<file path="src/rtl/led_pattern_gen.sv">
// Purpose: LED pattern generator: prescaled up/down counter with a selectable LED window, chase, blink, freeze.
// Latency: led/step/wrap are registered; led trails a cnt/pos/phase update by one clock.
// Backpressure: none; en low holds all pattern state, load is honoured regardless of en.
//
// Parameters:
//   CNT_W  main counter width (a multiple of LED_W)
//   LED_W  LED bank width (>= 2)
//   SEL_W  window-select width; CNT_W/LED_W windows exist
//   DIV    prescale divisor (>= 1); one counter step per DIV enabled clocks
// Ports:
//   clk, reset     clock, asynchronous active-high reset
//   en             prescaler/step enable
//   mode           00 COUNT, 01 CHASE, 10 BLINK, 11 FREEZE
//   dir            counter direction (1 up, 0 down)
//   sel            counter window shown in COUNT mode
//   load, load_val synchronous counter load (wins over a step)
//   duty           PWM duty (only when LED_PATTERN_PWM_EN is defined)
//   led            registered LED drive
//   step, wrap     registered one-cycle pulses per counter step / counter wrap
// Build option: define LED_PATTERN_PWM_EN to add the duty input and PWM dimming of led.

module led_pattern_gen #(
  parameter int CNT_W = 32,
  parameter int LED_W = 16,
  parameter int SEL_W = 1,
  parameter int DIV   = 1
) (
  input  logic             clk,
  input  logic             reset,
  input  logic             en,
  input  logic [1:0]       mode,
  input  logic             dir,
  input  logic [SEL_W-1:0] sel,
  input  logic             load,
  input  logic [CNT_W-1:0] load_val,
`ifdef LED_PATTERN_PWM_EN
  input  logic [7:0]       duty,
`endif
  output logic [LED_W-1:0] led,
  output logic             step,
  output logic             wrap
);

  localparam int NWIN  = CNT_W / LED_W;
  localparam int PRE_W = (DIV > 1) ? $clog2(DIV) : 1;
  localparam int POS_W = $clog2(LED_W);

  typedef enum logic [1:0] {
    M_COUNT  = 2'b00,
    M_CHASE  = 2'b01,
    M_BLINK  = 2'b10,
    M_FREEZE = 2'b11
  } mode_t;

  typedef enum logic {
    FWD = 1'b0,
    BWD = 1'b1
  } chase_dir_t;

  // ---------------------------------------------------------------------------
  // State
  // ---------------------------------------------------------------------------
  logic [CNT_W-1:0] cnt_q,   cnt_d;
  logic [PRE_W-1:0] pre_q,   pre_d;
  logic [POS_W-1:0] pos_q,   pos_d;
  chase_dir_t       chase_q, chase_d;
  logic             phase_q, phase_d;
  mode_t            mode_q,  mode_d;
  logic [LED_W-1:0] led_q,   led_d;
  logic             step_q,  step_d;
  logic             wrap_q,  wrap_d;
`ifdef LED_PATTERN_PWM_EN
  logic [7:0]       pwm_q,   pwm_d;
  // Ungated pattern; FREEZE must hold the pattern, not a PWM-chopped sample of it.
  logic [LED_W-1:0] led_raw_q;
`endif

  mode_t            mode_in;
  logic             step_cond;
  logic             chase_entry;
  logic             blink_entry;
  logic [LED_W-1:0] win;
  logic [LED_W-1:0] onehot;
  logic [LED_W-1:0] led_hold;
  logic [LED_W-1:0] led_raw_d;

  assign mode_in = mode_t'(mode);

  // ---------------------------------------------------------------------------
  // Prescaler and counter
  // ---------------------------------------------------------------------------
  // A load suppresses the step in the same cycle, so step/wrap stay low on load.
  assign step_cond = en && !load && (pre_q == PRE_W'(DIV - 1));

  always_comb begin
    pre_d = pre_q;
    if (load) begin
      pre_d = '0;
    end else if (en) begin
      pre_d = step_cond ? '0 : pre_q + PRE_W'(1);
    end
  end

  always_comb begin
    cnt_d  = cnt_q;
    wrap_d = 1'b0;
    step_d = step_cond;
    if (load) begin
      cnt_d = load_val;
    end else if (step_cond) begin
      if (dir) begin
        cnt_d  = cnt_q + CNT_W'(1);
        wrap_d = &cnt_q;
      end else begin
        cnt_d  = cnt_q - CNT_W'(1);
        wrap_d = ~|cnt_q;
      end
    end
  end

  // ---------------------------------------------------------------------------
  // Mode tracking: entry into CHASE/BLINK re-initialises that mode's state and
  // overrides any step that happens in the same cycle.
  // ---------------------------------------------------------------------------
  assign mode_d      = mode_in;
  assign chase_entry = (mode_in == M_CHASE) && (mode_q != M_CHASE);
  assign blink_entry = (mode_in == M_BLINK) && (mode_q != M_BLINK);

  // Chase position bounces between the two ends; dir has no influence here.
  always_comb begin
    pos_d   = pos_q;
    chase_d = chase_q;
    if (chase_entry) begin
      pos_d   = '0;
      chase_d = FWD;
    end else if (step_cond && (mode_in == M_CHASE)) begin
      if (chase_q == FWD) begin
        if (pos_q == POS_W'(LED_W - 1)) begin
          pos_d   = POS_W'(LED_W - 2);
          chase_d = BWD;
        end else begin
          pos_d = pos_q + POS_W'(1);
        end
      end else begin
        if (pos_q == '0) begin
          pos_d   = POS_W'(1);
          chase_d = FWD;
        end else begin
          pos_d = pos_q - POS_W'(1);
        end
      end
    end
  end

  always_comb begin
    phase_d = phase_q;
    if (blink_entry) begin
      phase_d = 1'b0;
    end else if (step_cond && (mode_in == M_BLINK)) begin
      phase_d = ~phase_q;
    end
  end

  // ---------------------------------------------------------------------------
  // LED pattern selection. Sources are the registered cnt/pos/phase, which is
  // what gives led its one-clock lag behind those updates.
  // ---------------------------------------------------------------------------
  always_comb begin
    // Out-of-range sel leaves the window at zero.
    win = '0;
    for (int w = 0; w < NWIN; w++) begin
      if (int'(sel) == w) begin
        win = cnt_q[w*LED_W +: LED_W];
      end
    end
  end

  always_comb begin
    onehot = '0;
    for (int i = 0; i < LED_W; i++) begin
      if (int'(pos_q) == i) begin
        onehot[i] = 1'b1;
      end
    end
  end

`ifdef LED_PATTERN_PWM_EN
  assign led_hold = led_raw_q;
`else
  assign led_hold = led_q;
`endif

  always_comb begin
    led_raw_d = led_hold;
    case (mode_in)
      M_COUNT:  led_raw_d = win;
      M_CHASE:  led_raw_d = onehot;
      M_BLINK:  led_raw_d = {LED_W{phase_q}};
      default:  led_raw_d = led_hold;
    endcase
  end

`ifdef LED_PATTERN_PWM_EN
  // Free-running dimmer, independent of en; gating lands in the same output
  // register as the pattern so PWM adds no latency.
  assign pwm_d = pwm_q + 8'd1;
  assign led_d = led_raw_d & {LED_W{(pwm_q < duty)}};
`else
  assign led_d = led_raw_d;
`endif

  // ---------------------------------------------------------------------------
  // Registers
  // ---------------------------------------------------------------------------
  always_ff @(posedge clk or posedge reset) begin
    if (reset) begin
      cnt_q     <= '0;
      pre_q     <= '0;
      pos_q     <= '0;
      chase_q   <= FWD;
      phase_q   <= 1'b0;
      mode_q    <= M_COUNT;
      led_q     <= '0;
      step_q    <= 1'b0;
      wrap_q    <= 1'b0;
`ifdef LED_PATTERN_PWM_EN
      pwm_q     <= '0;
      led_raw_q <= '0;
`endif
    end else begin
      cnt_q     <= cnt_d;
      pre_q     <= pre_d;
      pos_q     <= pos_d;
      chase_q   <= chase_d;
      phase_q   <= phase_d;
      mode_q    <= mode_d;
      led_q     <= led_d;
      step_q    <= step_d;
      wrap_q    <= wrap_d;
`ifdef LED_PATTERN_PWM_EN
      pwm_q     <= pwm_d;
      led_raw_q <= led_raw_d;
`endif
    end
  end

  assign led  = led_q;
  assign step = step_q;
  assign wrap = wrap_q;

endmodule

</file>
<file path="config.mk">
export PLATFORM = sky130hd
export DESIGN_NAME = led_pattern_gen
export DESIGN_NICKNAME = d
export VERILOG_FILES = /design/src/rtl/led_pattern_gen.sv
export SDC_FILE = /design/constraint.sdc
export NUM_CORES = 1
export LEC_CHECK = 0
export CAP_MARGIN = 25
export CELL_PAD_IN_SITES_DETAIL_PLACEMENT = 0
export CELL_PAD_IN_SITES_GLOBAL_PLACEMENT = 1
export CORE_ASPECT_RATIO = 1.25
export CORE_MARGIN = 2
export CORE_UTILIZATION = 46
export CTS_BUF_LIST = sky130_fd_sc_hd__clkbuf_4 sky130_fd_sc_hd__clkbuf_8 sky130_fd_sc_hd__clkbuf_16
export CTS_CLUSTER_DIAMETER = 100
export DETAILED_ROUTE_END_ITERATION = 8
export PLACE_DENSITY_LB_ADDON = 0.1
export SETUP_SLACK_MARGIN = 0.4
export SYNTH_ARGS = -nofsm -noshare
export SYNTH_HDL_FRONTEND = slang
export SYNTH_SLANG_ARGS = --single-unit
</file>
<file path="constraint.sdc">
create_clock -name clk -period 6.03 [get_ports clk]
set_clock_uncertainty 0.1 [all_clocks]
set_input_delay 0.603 -clock clk [delete_from_list [all_inputs] [get_ports clk]]
set_output_delay 0.603 -clock clk [all_outputs]
set_load 0.01 [all_outputs]
</file>
==> out/metrics.cfg, run 1 <==
[cts]
cts_resized = 0
htreeDepth = 3
clock_latency_ns = 0.34
clk_pin_slew_ns = 0.05
hold_buffers = 0
root_buffer = clkbuf_16
clkSinkCount = 59
cts_setup_buffers = 0
clk_path_buf_depth = 2
tritoncts = yes
cts_made_buffers = 9

[synthesis]
synthCells = 599
netlist_area_mm2 = 0.00489
ys_top_cells_by_count = nand2_1 (72), o21ai_0 (72), dfrtp_1 (59), a21oi_1 (49), ha_1 (38)
ys_ff_latch = 59
synth_nets = 678
synthFlopType = dfrtp_1
synth_edf_count = 0
yosysSeqAreaShare = 0.302
ys_types = 59
synth_top_area_frac = 0.302
ys_top_cells_by_area = dfrtp_1 (30%), ha_1 (9.7%), o21ai_0 (7.4%)
async_flop_share = 1.00
synth.largest_area_cell = dfrtp_1
yosysWarnings = 0
syn_avg_cell_area_um2 = 8.16

[power]
p_leak_nw = 2.50
ir_drop_mv = 0.157
power_switching_mw = 0.604
combPwrFrac = 0.369
p_per_area_mw_per_mm2 = 287
sequentialPowerShare = 0.321
swShare = 0.361
power_frac_clock = 0.311
p_int_mw = 1.07

[global_route]
grt_max_degree = 75
grt_pass1_vias = 4595
grt_overflow_total = 0
grt_pass1_wl_um = 23000
antenna_found_initial = 0
track_usage = 0.256

[floorplanning]
die_w_um = 96.2
dieArea_mm2 = 0.0115
initial_core_util = 0.467
die_h_um = 119
rows = 42
core_mm2 = 0.0105
io_pins = 58

[sta]
fin_crit_sh = 0.704
finalSetupViolCount = 0
fin_crit_ns = 4.25
finalSetupTns_ns = 0
maxClockFrequency_mhz = 235
maxSlewHeadroom = 0.366
hold_viol_final = 0
rsz0062_at_grt = false
max_slew.worst_pin.slew_ns = 0.952
drv_slew = 0

[worst_setup_path]
critPathMaxFanout = 17
arrival_ns = 4.36
critPathLaunchType = input port
critPathRequiredTime_ns = 6.14
worst_setup_path_end_kind = flip-flop
crit_type = in -> reg

[detailed_routing]
drtAntennaViolNets = 0
num_vias = 4628
wire_per_inst_um = 17.7
via_per_inst = 5.97
dr.pass1.iters = 5
drt_iter0_markers = 311
drc = 0
finalWirelength_um = 13700

[layout]
area_growth_pct = 19.2
drive_above_1_share = 0.0607
utilization = 0.557
nets = 717
final_cell_area_mm2 = 0.00583
antenna_cells = 0
fillCellCount = 983

[placement]
portBuffers = 57
globalplace.congestion = 0.937
place_hpwl_um = 10300
place_area_mm2 = 0.00553

[job]
maxCapViolCount = 0

[status]
status = finished, final reports clean

[hold_path]
min_path_type = reg -> reg

## critical path, cell delays in order
cell and delay, ns:
clkdlybuf4s50_1 0.57, inv_1 0.55, buf_4 0.35, ha_1 0.31
nor2b_1 0.18, o31a_1 0.28, o21ai_1 0.24, a21oi_2 0.15
o2111ai_2 0.28, a21boi_2 0.12, o211a_1 0.24, o21ai_1 0.11
or3b_1 0.34
## power by group through the flow
stage | Combinational (mW) | Clock [mW] | Sequential [mW]
floorplan | 0.439 | 0 | 0.517
global placement | 0.609 | 0 | 0.541
detailed placement | 0.614 | 0 | 0.542
CTS | 0.617 | 0.526 | 0.536
global route | 0.693 | 0.546 | 0.545
finish | 0.617 | 0.520 | 0.536
## metal layers
metal / track usage / up-vias / part of all wire
met4: 0.0911 / 0 / 0.025
met3: 0.0392 / 28 / 0.035
met2: 0.434 / 114 / 0.51
met1: 0.324 / 2195 / 0.43
met5: 0 / - / 0
li1: - / 2291 / -
## stage by stage
| stage | instances | hold WS (ns) | power [mW] | setup WS, ns |
|---|---|---|---|---|
| CTS | 775 | 0.384 | 1.68 | 1.81 |
| global placement | 759 | 0.363 | 1.15 | 1.59 |
| finish | 775 | 0.379 | 1.67 | 1.78 |
| floorplan | 599 | 0.411 | 0.955 | 2.57 |
| detailed placement | 759 | 0.372 | 1.16 | 1.48 |
| global route | 775 | 0.396 | 1.78 | 1.55 |
## flip-flops by register name, indices dropped and copies added, names as in the netlist
| name | cells |
|---|---|
| chase_q | 1 |
| cnt_q | 32 |
| led | 16 |
| mode_q | 2 |
| phase_q | 1 |
| pos_q | 4 |
| pre_q | 1 |
| step | 1 |
| wrap | 1 |
## logic make-up after synthesis
family	synth area share
AOI/OAI and AO/OA	0.260
muxes	0.0615
and+or+nand+nor	0.203
xor gates and xnor gates	0.0323
DFF	0.302
buffers and inverters	0.0399
adders and majority gates	0.101
## layout by cell type (no fill, tap or decap), drive strengths merged, types with 9 or more instances in the layout
cell type	Yosys	layout
o21ai	86	86
nor4	12	12
a21o	15	15
nor2	24	24
nor3b	9	9
dfrtp	59	59
inv	18	18
xnor2	12	12
nand4	15	15
ha	38	38
a21oi	51	51
nand2b	9	9
nor3	15	15
nand2	72	72
clkdlybuf4s50	0	56
nand3	10	10
mux2i	24	24
clkbuf	32	11
## layout make-up
| cell class | instances | area (um2) | share of cell area |
|---|---|---|---|
| Multi-Input combinational cell | 488 | 3210 | 0.552 |
| Sequential cell | 59 | 1480 | 0.253 |
| Tap cell | 132 | 165 | 0.0284 |
| Inverter | 18 | 67.6 | 0.0116 |
| Timing Repair Buffer | 62 | 603 | 0.104 |
| Clock inverter | 5 | 52.6 | 0.00902 |
| Clock buffer | 11 | 246 | 0.0423 |
## final timing paths
| path | startpoint | to | slack (ns) | cells after the start |
|---|---|---|---|---|
| worst min register to register | led[4] | led[4] | 0.38 | 2 |
| worst min-delay path | led[4] | led[4] | 0.38 | 2 |
| max in group asynchronous | reset | cnt_q[23] | 4.61 | 3 |
| worst max-delay path | dir | cnt_q[26] | 1.78 | 13 |
| min in group asynchronous | reset | cnt_q[6] | 0.71 | 3 |
| worst max register to register | cnt_q[0] | cnt_q[30] | 2.82 | 11 |
Power figures use the tool's default switching activity.
==> run 2, diff against run 1 <==
CORE_UTILIZATION = 39   (was 46)
clock period = 3.62 ns   (was 6.03 ns; I/O delays follow)
==> run 2 against run 1 <==
Net effect: combinational power grew 83%; setup slack lost 1.2 ns; register-to-register slack lost 2.2 ns; sequential power grew 68%; critical endpoint is now cnt_q[30].
==> out/metrics.cfg, run 2 (same netlist as run 1, synthesis figures left out) <==
[status]
status = finished, final reports clean

[layout]
nets = 736  ; +2.6%
area_growth_pct = 25.1
layout_common_cells = nand2_1 (72), o21ai_0 (72), dfrtp_1 (59)
regMostFlops = cnt_q
antenna_cells = 0  ; unchanged
drive_above_1_share = 0.106  ; +0.0451
largest_register_ffs = 32  ; unchanged
fillCellCount = 1236  ; +26%

[detailed_routing]
num_vias = 4689  ; +1.3%
via_per_inst = 5.68  ; -4.9%
dr.pass1.iters = 4  ; -1
drc = 0  ; unchanged
wire_per_inst_um = 17.9  ; +1.1%
finalWirelength_um = 14800  ; +7.8%
drt_iter0_markers = 316  ; +1.6%
drtAntennaViolNets = 0  ; unchanged

[cts]
clk_pin_slew_ns = 0.05  ; about the same
clk_path_buf_depth = 2  ; unchanged
clock_latency_ns = 0.33  ; about the same
cts_made_buffers = 9  ; unchanged
htreeDepth = 3  ; unchanged
tritoncts = yes
hold_buffers = 0  ; unchanged
root_buffer = clkbuf_16
clkSinkCount = 59  ; unchanged

[worst_setup_path]
critPathRequiredTime_ns = 3.78  ; -2.36 ns
worstSetupPathDepth = 12  ; -1
crit_type = reg -> reg
critPathMaxFanout = 6  ; -11
reg2reg_slack_ns = 0.59  ; -2.23 ns
crit_family = compound AO/OA/AOI/OAI gates
worstReg2RegEnd = cnt_q[30]
cp_slowest_cell = dfrtp_1
worst_setup_path_end_kind = flip-flop
cp_slowest_stage_delay_ns = 0.49  ; -0.08 ns
arrival_ns = 3.18  ; -1.18 ns
setup.worst_path.end = cnt_q[30]
crit_buf_inv = 2  ; -1
path_cells = inv_1 > fa_1 > nor2b_1 > o31a_1 > o21ai_2 > a21oi_4 > o2111ai_4 > a21boi_2 > buf_4 > o2111ai_1 > a2111o_1 > nand3_1
reg2regPathDepth = 12  ; +1
critPathLaunchType = flip-flop
timing.rr.start = cnt_q[0]
crit_start = cnt_q[0]

[global_route]
grt_pass1_wl_um = 23900  ; +3.9%
antenna_found_initial = 0  ; unchanged
track_usage = 0.223  ; -0.0332
grt_pass1_vias = 4566  ; -0.63%
grt_max_degree = 74  ; -1.3%
grt_overflow_total = 0  ; unchanged

[sta]
finalSetupTns_ns = 0  ; unchanged
drv_slew = 0  ; unchanged
finalWorstSetupSlack_ns = 0.594  ; -1.19 ns
fin_crit_ns = 3.03
maxSlewHeadroom = 0.362  ; -0.00333
rsz0062_at_grt = false
hold_viol_final = 0  ; unchanged
maxClockFrequency_mhz = 330
max_slew.worst_pin.slew_ns = 0.957  ; +0.00499 ns
fin_crit_sh = 0.836
finalSetupViolCount = 0  ; unchanged

[floorplanning]
dieArea_mm2 = 0.0134  ; +17%
die_h_um = 129  ; +8.3%
rows = 45  ; +7.1%
die_w_um = 104  ; +8.2%
initial_core_util = 0.402  ; -0.0655
io_pins = 58  ; unchanged
core_mm2 = 0.0122  ; +16%

[placement]
globalplace.congestion = 0.907  ; -3.2%
portBuffers = 57  ; unchanged
pre_cts_ws_ns = 0.0353  ; -1.45 ns
place_hpwl_um = 11200  ; +8.5%

[power]
p_leak_nw = 2.61  ; +4.3%
ir_drop_mv = 0.249  ; +59%
p_per_area_mw_per_mm2 = 467  ; +62%

[job]
maxCapViolCount = 0  ; unchanged

[hold_path]
min_path_type = in -> async

-- run 2: layout make-up --
class	count	area, um2	area share
clock inverters	4	25.0	0.00409
clock buffers	12	260	0.0426
flip-flops and latches	59	1480	0.241
inverters	18	67.6	0.0110
multi-input cells	488	3320	0.543
repair buffers	81	761	0.124
well taps	164	205	0.0336
-- run 2: routing by layer --
metal / track usage / share of wire / vias up
met3: 0.0327 / 0.030 / 18
met1: 0.272 / 0.44 / 2245
met4: 0.0763 / 0.023 / 0
met5: 0 / 0 / -
met2: 0.404 / 0.51 / 106
li1: - / - / 2320
-- run 2: worst min-delay path by stage --
stage / to / slack (ns)
after floorplan: mode_q[0] / 0.29
after global placement: led[0] / 0.36
after detailed placement: led[3] / 0.37
after CTS: led[15] / 0.19
after global routing: step / 0.21
final: led[15] / 0.19
-- run 2: power by group --
group | switching, mW | internal (mW)
Clock | 0.318 | 0.506
Combinational | 0.602 | 0.527
Sequential | 0.145 | 0.755
-- run 2: through the flow --
step                      instances  power [mW]  utilization  hold slack, ns  cell area [um2]
after floorplan                 599        1.59            -           0.293             4890
after global placement          807        1.97        0.469           0.360             5700
after detailed placement        807        1.98        0.469           0.369             5700
after CTS                       823        2.82        0.492           0.186             5990
after global routing            826        3.04        0.503           0.206             6110
final                           826        2.85        0.503           0.191             6110
-- run 2: what timing repair did --
action,CTS,global route
resized for setup,0,17
setup buffers,0,3
pin swaps,0,6
setup endpoints to repair,1,15
-- run 2: worst reg2reg max path, stage by stage, from the launching register on --
cell       delay (ns)
dfrtp_1          0.49
inv_1            0.11
fa_1             0.41
nor2b_1          0.17
o31a_1           0.25
o21ai_2          0.12
a21oi_4          0.22
o2111ai_4        0.16
a21boi_2         0.22
buf_4            0.14
o2111ai_1        0.12
a2111o_1         0.39
nand3_1          0.07
